File: src/rtl/piso_en_tx_pkg.sv
// piso_en_tx shared definitions: FSM state codes and
// a clog2 helper (min 1) for counter widths.
package piso_en_tx_pkg;

  localparam logic [1:0] ST_IDLE  = 2'd0;
  localparam logic [1:0] ST_SHIFT = 2'd1;
  localparam logic [1:0] ST_DONE  = 2'd2;

  // Bits needed to count 0..v-1, never below 1.
  function automatic int clog2w(input int v);
    int r;
    r = 0;
    while ((1 << r) < v) r++;
    return (r < 1) ? 1 : r;
  endfunction

endpackage

File: src/rtl/piso_en_tx_if.sv
// piso_en_tx bus: start/din request in, serial bit,
// bit strobe, busy and done pulse out.
interface piso_en_tx_if #(
  parameter int DBIT = 8
) ();

  logic            start;
  logic [DBIT-1:0] din;
  logic            tx_bit;
  logic            tx_en;
  logic            busy;
  logic            done_tick;

  modport master (
    output start, din,
    input  tx_bit, tx_en, busy, done_tick
  );

  modport slave (
    input  start, din,
    output tx_bit, tx_en, busy, done_tick
  );

endinterface

File: src/rtl/piso_en_tx_bit_tick_gen.sv
// Mod-DVSR bit-period counter. Ports: clk, reset,
// clr_i (sync clear), en_i (count), tick_o (last count).
module piso_en_tx_bit_tick_gen
  import piso_en_tx_pkg::*;
#(
  parameter int DVSR = 4
) (
  input  logic clk,
  input  logic reset,
  input  logic clr_i,
  input  logic en_i,
  output logic tick_o
);

  localparam int W = clog2w(DVSR);
  localparam logic [W-1:0] LAST = W'(DVSR - 1);

  logic [W-1:0] cnt_q;
  logic [W-1:0] cnt_d;

  // Decoded from the registered count only.
  assign tick_o = en_i && (cnt_q == LAST);

  always_comb begin
    cnt_d = cnt_q;
    if (clr_i) begin
      cnt_d = '0;
    end else if (en_i) begin
      cnt_d = tick_o ? '0 : cnt_q + W'(1);
    end
  end

  always_ff @(posedge clk or posedge reset) begin
    if (reset) begin
      cnt_q <= '0;
    end else begin
      cnt_q <= cnt_d;
    end
  end

endmodule

File: src/rtl/piso_en_tx.sv
// Parallel-in serial-out transmitter, LSB first, with a
// bit-valid strobe. Ports: clk, reset, bus (slave).
module piso_en_tx
  import piso_en_tx_pkg::*;
#(
  parameter int DBIT = 8,
  parameter int DVSR = 4
) (
  input  logic          clk,
  input  logic          reset,
  piso_en_tx_if.slave   bus
);

  localparam int NW = clog2w(DBIT);
  localparam logic [NW-1:0] NLAST = NW'(DBIT - 1);

  logic [1:0]      state_q, state_d;
  logic [DBIT-1:0] sreg_q, sreg_d;
  logic [NW-1:0]   n_q, n_d;
  logic            shifting;
  logic            tick;

  assign shifting = (state_q == ST_SHIFT);

  // Held clear outside SHIFT so each word starts at s=0.
  piso_en_tx_bit_tick_gen #(
    .DVSR (DVSR)
  ) u_tick (
    .clk    (clk),
    .reset  (reset),
    .clr_i  (!shifting),
    .en_i   (shifting),
    .tick_o (tick)
  );

  always_comb begin
    state_d = state_q;
    sreg_d  = sreg_q;
    n_d     = n_q;
    case (state_q)
      ST_IDLE: begin
        if (bus.start) begin
          state_d = ST_SHIFT;
          sreg_d  = bus.din;
          n_d     = '0;
        end
      end
      ST_SHIFT: begin
        if (tick) begin
          sreg_d = sreg_q >> 1;
          n_d    = n_q + NW'(1);
          if (n_q == NLAST) state_d = ST_DONE;
        end
      end
      ST_DONE: begin
        state_d = ST_IDLE;
      end
      default: begin
        state_d = ST_IDLE;
      end
    endcase
  end

  always_ff @(posedge clk or posedge reset) begin
    if (reset) begin
      state_q <= ST_IDLE;
      sreg_q  <= '0;
      n_q     <= '0;
    end else begin
      state_q <= state_d;
      sreg_q  <= sreg_d;
      n_q     <= n_d;
    end
  end

  assign bus.tx_bit    = shifting & sreg_q[0];
  assign bus.tx_en     = tick;
  assign bus.busy      = (state_q != ST_IDLE);
  assign bus.done_tick = (state_q == ST_DONE);

endmodule
File: src/flat_wrapper.sv
// flat-port wrapper written by rule: the top's interface ports become plain ports
module piso_en_tx_flat import piso_en_tx_pkg::*;
#(
  parameter int DBIT = 8,
  parameter int DVSR = 4
)
  (clk, reset, bus_start, bus_din, bus_tx_bit, bus_tx_en, bus_busy, bus_done_tick);
  piso_en_tx_if #(.DBIT(DBIT)) bus_i ();
  input  logic clk;
  input  logic reset;
  input wire logic [$bits(bus_i.start)-1:0] bus_start;
  input wire logic [$bits(bus_i.din)-1:0] bus_din;
  output wire logic [$bits(bus_i.tx_bit)-1:0] bus_tx_bit;
  output wire logic [$bits(bus_i.tx_en)-1:0] bus_tx_en;
  output wire logic [$bits(bus_i.busy)-1:0] bus_busy;
  output wire logic [$bits(bus_i.done_tick)-1:0] bus_done_tick;
  assign bus_i.start = bus_start;
  assign bus_i.din = bus_din;
  assign bus_tx_bit = bus_i.tx_bit;
  assign bus_tx_en = bus_i.tx_en;
  assign bus_busy = bus_i.busy;
  assign bus_done_tick = bus_i.done_tick;
  piso_en_tx #(.DBIT(DBIT), .DVSR(DVSR)) u_core (.clk(clk), .reset(reset), .bus(bus_i));
endmodule
File: config.mk
export PLATFORM = sky130hd
export DESIGN_NAME = piso_en_tx_flat
export DESIGN_NICKNAME = d
export VERILOG_FILES = /design/src/rtl/piso_en_tx_pkg.sv /design/src/rtl/piso_en_tx_if.sv /design/src/rtl/piso_en_tx_bit_tick_gen.sv /design/src/rtl/piso_en_tx.sv /design/src/flat_wrapper.sv
export SDC_FILE = /design/constraint.sdc
export NUM_CORES = 1
export LEC_CHECK = 0
export CORE_MARGIN = 2
export CORE_UTILIZATION = 52
export CTS_CLUSTER_DIAMETER = 50
export DETAILED_ROUTE_END_ITERATION = 8
export GPL_TIMING_DRIVEN = 0
export HOLD_SLACK_MARGIN = 0.06
export PLACE_DENSITY = 0.8
export SLEW_MARGIN = 25
export SYNTH_ARGS = -nofsm -noshare
export SYNTH_HDL_FRONTEND = slang
export SYNTH_SLANG_ARGS = --single-unit
export TNS_END_PERCENT = 20
File: constraint.sdc
create_clock -name clk -period 2.8 [get_ports clk]
set_input_delay 0.7 -clock clk [delete_from_list [all_inputs] [get_ports clk]]
set_output_delay 0.7 -clock clk [all_outputs]
set_load 0.01 [all_outputs]
==> impl_metrics.ini <==
[global_routing]
grt.busiest_layer = met2
grtUsageMet3 = 0.0259
grt_pass1_wl_um = 2110
grt_overflow = 0
antenna_found_initial = 0
track_usage = 0.159
grtUsageMet2 = 0.259
grt_pass1_vias = 481
met1_usage = 0.206
grt_max_degree = 16

[timing]
setup_viol = 0
tightestPinTransition_ps = 550
rsz0062_at_grt = no
holdWs_ps = 452
setup_tns_ps = 0
setup_ws_ps = 173
maxSlewHeadroom = 0.633
period_needed_ps = 2630
max_freq_mhz = 381
hold_violations = 0
clock-skew-final_ps = 2.84
slew_violations = 0
layout_worst_path_cycle_share = 0.938

[clocking]
clock_path_buffers = 2
post_cts_buffers = 0
cts-resized-gates = 0
cts.clk_slew.worst_paths_ps = 80
cts_tree = done
root_buffer = clkbuf_4
cts_sinks = 15
cts.htree.levels = 1
cts_buffers = 3
clock_latency_ps = 270
postCtsHoldBufs = 0

[die]
core_area_um2 = 1330
die_w_um = 42.2
die_h_um = 42.2
initial_core_util = 0.568
core.rowCount = 13
ios = 15
die_area_um2 = 1780

[critical_path]
start_kind = register
cp.required_ps = 2100
critPathKind = reg2out
crit_chain = ha_1, nand2_1, nor2_1, clkdlybuf4s50_1
worst_path_max_delay_cell = clkdlybuf4s50_1
crit_buf_inv = 1
rr_worst_depth = 3
crit_cells = 4
slowest_delay_ps = 610
critPathArrivalTime_ps = 1930
critPathTopFamily = buffers and inverters
crit_path_end_kind = output port
path_max_fanout = 5

[synth]
syn_inst = 59
synth_cell_types = 21
yosysTopAreaCell = dfrtp_1
synth-seq-cells = 15
yosys_warnings = 0
syn_avg_cell_area_um2 = 12.8
synthArstFlopShare = 1.00
synth_edf_count = 0
yosys.area.top_type_share = 0.496
synthTopCellsByArea = dfrtp_1, mux2_2, ha_1
synth_ff_type = dfrtp_1
ys_seq_area_frac = 0.496
synthTopCellsByCount = dfrtp_1, mux2_2, nand2_1
syn_nets = 73
syn_area_um2 = 757

[finish]
nets = 92
antenna_cells = 0
area_growth_pct = 24.5
drive_gt1_frac = 0.299

[detailed_routing]
drtIter0Drc = 1
drc = 0
wl_per_cell_um = 13.6
vias = 501
firstDrtPassIters = 4
vias_per_cell = 5.45
wl_um = 1250
ant_nets = 0

[min_path]
hp-class = reg2reg
min_path_cells = 1

[pwr]
irDropWorstVdd_uv = 518
p_per_area_nw_per_um2 = 874
p_leak_nw = 0.436

[placed_design]
gp_congestion = 0.665
portBuffers = 14
hpwl_um = 938
dp_slack_ps = 498

[flow_run]
drv_cap = 0

[outcome]
status = complete, no violations
[cell type report]
class / instances / area [um2]
sequential: 15 / 375
tap: 15 / 18.8
multi-input combinational: 41 / 363
buffer: 1 / 11.3
fill: 105 / 392
clock buffer: 4 / 26.3
inverter: 2 / 7.51
timing repair buffer: 14 / 140
[worst reg2reg max path: cells and delay by family, from the launching register on]
family / cells / cell delay [ps]
mux: 2 / 610
flops: 1 / 510
simple gates: 1 / 310
[per-layer routing]
layer	vias up	wire length, um
met2	13	605
met3	0	58
li1	244	-
met1	244	587
met5	-	0
met4	0	0
[power breakdown]
part           switching (mW)  internal (mW)  leakage [nW]
Sequential             0.0519          0.309         0.187
Combinational           0.133          0.212         0.234
Clock                  0.0624         0.0551        0.0150
[layout by cell type, fill, tap and decap left out, types with 2 or more instances in the layout]
master and count:
and2_1 3, clkdlybuf4s50_1 14, inv_1 2, nand2_1 4, o21ai_0 2, mux2_2 15, clkbuf_4 3, dfrtp_1 15
ha_1 3, a22o_1 2
[worst paths after layout]
path	from	endpoint	slack, ps
min in group asynchronous	reset	u_core.sreg_q[4]	760
worst min register to register	u_core.u_tick.cnt_q[0]	u_core.u_tick.cnt_q[0]	450
worst min-delay path	u_core.u_tick.cnt_q[0]	u_core.u_tick.cnt_q[0]	450
max in group asynchronous	reset	u_core.sreg_q[6]	1670
worst max register to register	u_core.state_q[0]	u_core.sreg_q[5]	1260
worst max-delay path	u_core.u_tick.cnt_q[0]	bus_tx_en	170
[flip-flops by register name, indices dropped and copies added (netlist names)]
register,flops
u_core.sreg_q,8
u_core.n_q,3
u_core.state_q,2
u_core.u_tick.cnt_q,2
[logic make-up after synthesis]
kind of cell / synth area share
mux: 0.223
compound gates: 0.0860
buf+inv: 0.0248
simple gates: 0.121
fa+ha+maj: 0.0496
flops: 0.496
[metrics by stage]
stage	instances	cell area [um2]	total power, mW	util
3_3_place_gp	88	916	0.690	0.687
6_report	92	942	0.823	0.706
3_5_place_dp	88	916	0.715	0.687
5_1_grt	92	942	0.886	0.706
4_1_cts	92	942	0.838	0.706
2_1_floorplan	59	757	0.608	-
Note: power is estimated with default switching activity, not from simulation.
